==> config.mk <==
export PLATFORM = sky130hd
export DESIGN_NAME = clk_div_prog
export DESIGN_NICKNAME = d
export VERILOG_FILES = /design/src/rtl/clk_div_prog.sv
export SDC_FILE = /design/constraint.sdc
export NUM_CORES = 1
export LEC_CHECK = 0
export ABC_AREA = 1
export BUFFER_PORTS_ARGS = -buffer_cell sky130_fd_sc_hd__buf_4
export CAP_MARGIN = 40
export CORE_AREA = 2 2 113 115
export CTS_CLUSTER_DIAMETER = 40
export DETAILED_ROUTE_END_ITERATION = 6
export DIE_AREA = 0 0 115 117
export GPL_ROUTABILITY_DRIVEN = 0
export GPL_TIMING_DRIVEN = 0
export PLACE_DENSITY_LB_ADDON = 0.25
export SYNTH_ARGS = -nofsm -noshare
export SYNTH_HDL_FRONTEND = slang
export SYNTH_SLANG_ARGS = --single-unit
==> constraint.sdc <==
create_clock -name clk_in -period 4.3 [get_ports clk_in]
set_input_delay 0.43 -clock clk_in [delete_from_list [all_inputs] [get_ports clk_in]]
set_output_delay 0.43 -clock clk_in [all_outputs]
set_load 0.02 [all_outputs]
==> src/rtl/clk_div_prog.sv <==
// Runtime-programmable clock/tick divider with a valid/ready period port and boundary-aligned updates.
// Optional duty-cycle programming is enabled by defining CLK_DIV_DUTY_EN.
module clk_div_prog #(
    parameter int WIDTH       = 21,
    parameter int DIV_DEFAULT = 100000
) (
    input  logic             clk_in,
    input  logic             rst,
    input  logic             en,
    input  logic             cfg_valid,
    output logic             cfg_ready,
    input  logic [WIDTH-1:0] cfg_period,
    input  logic [WIDTH-1:0] cfg_duty,
    output logic             clk_out,
    output logic             tick,
    output logic             running
);

    localparam logic [WIDTH-1:0] ONE_C        = WIDTH'(1);
    localparam logic [WIDTH-1:0] TWO_C        = WIDTH'(2);
    localparam logic [WIDTH-1:0] DEF_PERIOD_C = WIDTH'(DIV_DEFAULT);
    localparam logic [WIDTH-1:0] DEF_HI_C     = WIDTH'(DIV_DEFAULT / 2);

    typedef enum logic [0:0] {
        ST_IDLE = 1'b0,
        ST_RUN  = 1'b1
    } state_e;

    state_e           state_r;
    logic [WIDTH-1:0] cnt_r;
    logic [WIDTH-1:0] period_r;
    logic [WIDTH-1:0] pend_period_r;
    logic             pend_valid_r;
    logic             cfg_ready_r;
    logic             clk_out_r;
    logic             tick_r;
    logic             running_r;

    logic [WIDTH-1:0] last_s;
    logic [WIDTH-1:0] cnt_inc_s;
    logic [WIDTH-1:0] new_period_s;
    logic [WIDTH-1:0] hi_cur_s;
    logic [WIDTH-1:0] lo_s;
    logic             at_end_s;
    logic             boundary_s;
    logic             accept_s;
    logic             apply_s;

`ifdef CLK_DIV_DUTY_EN
    logic [WIDTH-1:0] hi_r;
    logic [WIDTH-1:0] pend_duty_r;
    logic [WIDTH-1:0] new_hi_s;

    // High time must leave at least one low and one high cycle in the period.
    function automatic logic [WIDTH-1:0] duty_clamp(input logic [WIDTH-1:0] duty,
                                                    input logic [WIDTH-1:0] period);
        logic [WIDTH-1:0] res;
        if (duty == {WIDTH{1'b0}}) begin
            res = ONE_C;
        end else if (duty >= period) begin
            res = period - ONE_C;
        end else begin
            res = duty;
        end
        return res;
    endfunction

    assign hi_cur_s = hi_r;
    assign new_hi_s = duty_clamp(pend_duty_r, new_period_s);
`else
    logic unused_duty_s;

    assign hi_cur_s      = period_r >> 1;
    assign unused_duty_s = ^cfg_duty;
`endif

    // Period-end detection, handshake and boundary decode.
    always_comb begin
        last_s       = period_r - ONE_C;
        at_end_s     = (cnt_r == last_s);
        cnt_inc_s    = cnt_r + ONE_C;
        lo_s         = period_r - hi_cur_s;
        new_period_s = (pend_period_r < TWO_C) ? TWO_C : pend_period_r;
        accept_s     = cfg_valid & cfg_ready_r;
        if (state_r == ST_IDLE) begin
            boundary_s = en;
        end else begin
            boundary_s = at_end_s & en;
        end
        apply_s = pend_valid_r & boundary_s;
    end

    // One-deep pending configuration slot; ready is the registered inverse of occupancy.
    always_ff @(posedge clk_in) begin
        if (rst) begin
            pend_valid_r  <= 1'b0;
            pend_period_r <= {WIDTH{1'b0}};
            cfg_ready_r   <= 1'b1;
        end else if (accept_s) begin
            pend_valid_r  <= 1'b1;
            pend_period_r <= cfg_period;
            cfg_ready_r   <= 1'b0;
        end else if (apply_s) begin
            pend_valid_r  <= 1'b0;
            cfg_ready_r   <= 1'b1;
        end else begin
            pend_valid_r  <= pend_valid_r;
            cfg_ready_r   <= cfg_ready_r;
        end
    end

`ifdef CLK_DIV_DUTY_EN
    // Duty value travels with its period through the pending slot.
    always_ff @(posedge clk_in) begin
        if (rst) begin
            pend_duty_r <= {WIDTH{1'b0}};
        end else if (accept_s) begin
            pend_duty_r <= cfg_duty;
        end else begin
            pend_duty_r <= pend_duty_r;
        end
    end

    // Active high time, swapped only at a period boundary.
    always_ff @(posedge clk_in) begin
        if (rst) begin
            hi_r <= DEF_HI_C;
        end else if (apply_s) begin
            hi_r <= new_hi_s;
        end else begin
            hi_r <= hi_r;
        end
    end
`endif

    // Active period, swapped only at a period boundary.
    always_ff @(posedge clk_in) begin
        if (rst) begin
            period_r <= DEF_PERIOD_C;
        end else if (apply_s) begin
            period_r <= new_period_s;
        end else begin
            period_r <= period_r;
        end
    end

    // IDLE/RUN control; outputs are registered from the next count so they line up with cnt_r.
    always_ff @(posedge clk_in) begin
        if (rst) begin
            state_r   <= ST_IDLE;
            cnt_r     <= {WIDTH{1'b0}};
            clk_out_r <= 1'b0;
            tick_r    <= 1'b0;
            running_r <= 1'b0;
        end else begin
            case (state_r)
                ST_IDLE: begin
                    cnt_r     <= {WIDTH{1'b0}};
                    clk_out_r <= 1'b0;
                    tick_r    <= 1'b0;
                    if (en) begin
                        state_r   <= ST_RUN;
                        running_r <= 1'b1;
                    end else begin
                        state_r   <= ST_IDLE;
                        running_r <= 1'b0;
                    end
                end
                ST_RUN: begin
                    if (at_end_s) begin
                        // Low phase is never empty, so a fresh period always starts low.
                        cnt_r     <= {WIDTH{1'b0}};
                        clk_out_r <= 1'b0;
                        tick_r    <= 1'b0;
                        if (en) begin
                            state_r   <= ST_RUN;
                            running_r <= 1'b1;
                        end else begin
                            state_r   <= ST_IDLE;
                            running_r <= 1'b0;
                        end
                    end else begin
                        state_r   <= ST_RUN;
                        cnt_r     <= cnt_inc_s;
                        clk_out_r <= (cnt_inc_s >= lo_s);
                        tick_r    <= (cnt_inc_s == last_s);
                        running_r <= 1'b1;
                    end
                end
                default: begin
                    state_r   <= ST_IDLE;
                    cnt_r     <= {WIDTH{1'b0}};
                    clk_out_r <= 1'b0;
                    tick_r    <= 1'b0;
                    running_r <= 1'b0;
                end
            endcase
        end
    end

    assign cfg_ready = cfg_ready_r;
    assign clk_out   = clk_out_r;
    assign tick      = tick_r;
    assign running   = running_r;

endmodule

==> out/qor.yml <==
drt_first_pass_iters: 5
postLayoutCellArea_um2: 6675
startpoint_type: "flip-flop"
switching_share_pct: 34.46
antenna_found_initial: 0
diodes: 0
crit_top_cell: "a21oi_1"
met3WireLength_um: 659
die_x_um: 115
synthArstFlopShare_pct: 0
rows: 41
internal-power_w: 0.001267
timing.rr.end: "clk_out"
post-route-period-util_pct: 90.33
dpl.hpwl_um: 13180
numCtsBuffers: 9
cts_hold_buffers: 0
slew_violations: 0
min_to: "pend_valid_r"
cp_slowest_cell: "dfxtp_1"
synthesis.nets: 1058
wl_um: 15820
io_pins: 50
grt.total_usage_pct: 25.08
ys_top_cells_by_count: "nand2_1, nor2_1, inv_1, nand3_1, dfxtp_1"
ys_warn_count: 0
cts_tree: "done"
max-cap-violations: 0
clkPwrFrac_pct: 37.5
fin_skew_ns: 0.01049
synth_area_leaders: "dfxtp_1, nand2_1, ha_1, nor2_1, inv_1"
timing.fmax_ghz: 0.2575
whs_ns: 0.2421
grt_pass1_vias: 5462
ys_types: 42
hold_start: "rst"
synthAdderAreaFrac_pct: 13.93
cts_sinks: 68
worstMarginPinSlew_ns: 0.5199
rsz0062_at_grt: "no"
vias: 5841
hold_class: "in -> reg"
start_util_pct: 48.60
synth_compound_area_share_pct: 10.39
clockRootBuffer: "clkbuf_16"
grt_max_degree: 14
pwr-share-seq_pct: 35.8
crit_fanout: 5
setup_tns_ns: 0
placed_cell_area_um2: 6381
r2r_cells: 17
worst_path_largest_cell_delay_ns: 0.45
area_delta_synth_final_pct: 11.56
grt_overflow: 0
synth_area_um2: 5983
synth_seq_area_share_pct: 22.75
die_h_um: 117
viasPerCell: 5.119
finalHoldViolCount: 0
synth_top_area_cell: "dfxtp_1"
drive_gt1_share_pct: 8.073
synth.top_cell.area_share_pct: 22.75
io_buffers: 28
power_frac_comb_pct: 26.7
clock_path_buffers: 2
wl_per_cell_um: 13.86
h-tree-depth: 3
path_delay_family: "compound AO/OA/AOI/OAI gates"
synth.area.mux_share_pct: 0
ys_ff_latch: 68
arrival_ns: 4.17
fin_crit_ns: 3.884
synth_top_family_by_area: "simple AND/OR/NAND/NOR gates"
maxSlewHeadroom_pct: 65.02
syn_area_per_cell_um2: 6.325
worst_setup_path_end_kind: "flip-flop"
num-nets-final: 1098
synth_edf_count: 0
crit_required_ns: 4.58
highest_layer: "met4"
synthSimpleGateAreaFrac_pct: 36.41
p_leak_nw: 3.355
die_area_um2: 13460
r2r_slack_ns: 0.42
path_buf_inv: 2
placed_cells: 1124
post-route-util_pct: 54.22
synth-xor-area-share_pct: 6.587
worst-setup-path-type: "reg -> reg"
ant_nets: 0
setup-violations-final: 0
status: "finished clean"
initialDrtViolationCount: 398
clock_latency_ns: 0.35
rr_startpoint: "period_r[3]"
wl_met2_um: 7300
synthCells: 946
hold_depth: 2
instances_no_fill: 1141
vdd_drop_max_mv: 0.1973
power_density_nw_per_um2: 289.7
ys.flop_type: "dfxtp_1"
wl_met1_um: 7313
path_cells: "inv_1, ha_1, inv_1, a21oi_1, nand2_1, a21oi_1, o21ai_1, a21boi_0, o21bai_1, a21oi_1, xor2_1, ha_1, nand4_1, or3_1, o311ai_1, a21oi_1, nor2_1"
clkSlewWorstSetupHoldPaths_ns: 0.06
drc: 0
grt_pass1_wl_um: 26200
yosysMostFrequentCell: "nand2_1"
coreArea_um2: 12310
p_switching_w: 0.0006665
==> state kept, by name, indices dropped and copies added (netlist names) <==
name / flops
pend_period_r: 21
cfg_ready: 1
clk_out: 1
pend_valid_r: 1
cnt_r: 21
tick: 1
period_r: 21
running: 1
==> metrics by stage <==
step,setup slack (ns),power [W]
final,0.4160,0.001934
after global routing,0.04655,0.002047
after CTS,0.1264,0.001939
after detailed placement,0.1379,0.001212
after global placement,0.1597,0.001205
after floorplan,0.8527,0.001081
==> cell families after synthesis <==
family	Yosys count
AND/OR/NAND/NOR	502
adder cells (fa/ha/maj)	66
flip-flops	68
XOR/XNOR	45
buffers and inverters	151
AO/OA/AOI/OAI	114
==> worst max path at each step <==
stage	slack, ns	endpoint	depth (start not counted)	start
global route	0.05	clk_out	17	period_r[3]
detailed placement	0.14	clk_out	18	period_r[0]
CTS	0.13	clk_out	18	period_r[0]
global placement	0.16	clk_out	18	period_r[0]
finish	0.42	clk_out	17	period_r[3]
floorplan	0.85	clk_out	18	period_r[0]
==> metal layers <==
metal / vias to the layer above / GRT usage, %
met1: 2548 / 32.63
met5: - / 0
met4: 0 / 11.08
li1: 3118 / -
met2: 143 / 42.04
met3: 32 / 2.987
==> area by class of cell <==
class                      count  area (µm²)
clock buffer                  10       239.0
timing repair buffer          29       217.7
multi-input combinational    727        4028
inverter                     136       510.5
buffer                        15       83.83
fill                        1263        5637
tap                          150       187.7
sequential                    68        1363
clock inverter                 6       46.29
==> cells in the final DEF, fill, tap and decap left out, drive strengths merged <==
| master | instances |
|---|---|
| o211ai | 3 |
| o21ai | 45 |
| o21a | 2 |
| nor4 | 5 |
| nor3 | 12 |
| clkinv | 3 |
| clkbuf | 19 |
| nor2 | 144 |
| o311ai | 1 |
| or3 | 1 |
| a211oi | 2 |
| a31oi | 2 |
| nand3b | 2 |
| nand4 | 10 |
| o31ai | 1 |
| clkinvlp | 2 |
| xnor2 | 14 |
| xor2 | 31 |
| o21bai | 4 |
| a21oi | 48 |
| a221oi | 1 |
| nand2 | 230 |
| inv | 137 |
| or2 | 3 |
| a21boi | 3 |
| ha | 65 |
| a21o | 1 |
| fa | 1 |
| dfxtp | 68 |
| buf | 35 |
| o22ai | 1 |
| nand3 | 95 |
==> power by group through the flow <==
stage	combinational (W)	sequential [W]	clock, W
4_1_cts	0.000510	0.000691	0.000738
6_report	0.000516	0.000692	0.000726
2_1_floorplan	0.000384	0.000697	0
3_5_place_dp	0.000507	0.000705	0
3_3_place_gp	0.000501	0.000704	0
5_1_grt	0.000590	0.000695	0.000761
==> worst register-to-register path, cell delays in order, from the launching register on <==
cell and delay [ns]:
dfxtp_1 0.45, inv_1 0.18, ha_1 0.34, inv_1 0.09, a21oi_1 0.18, nand2_1 0.12, a21oi_1 0.23, o21ai_1 0.15
a21boi_0 0.40, o21bai_1 0.17, a21oi_1 0.19, xor2_1 0.10, ha_1 0.36, nand4_1 0.10, or3_1 0.35, o311ai_1 0.24
a21oi_1 0.08, nor2_1 0.09
==> what timing repair did <==
item | in CTS | in global routing
buffers inserted | 0 | 1
setup endpoints to repair | 0 | 1
gates resized for setup | 0 | 3
(Power assumes the default switching activity.)
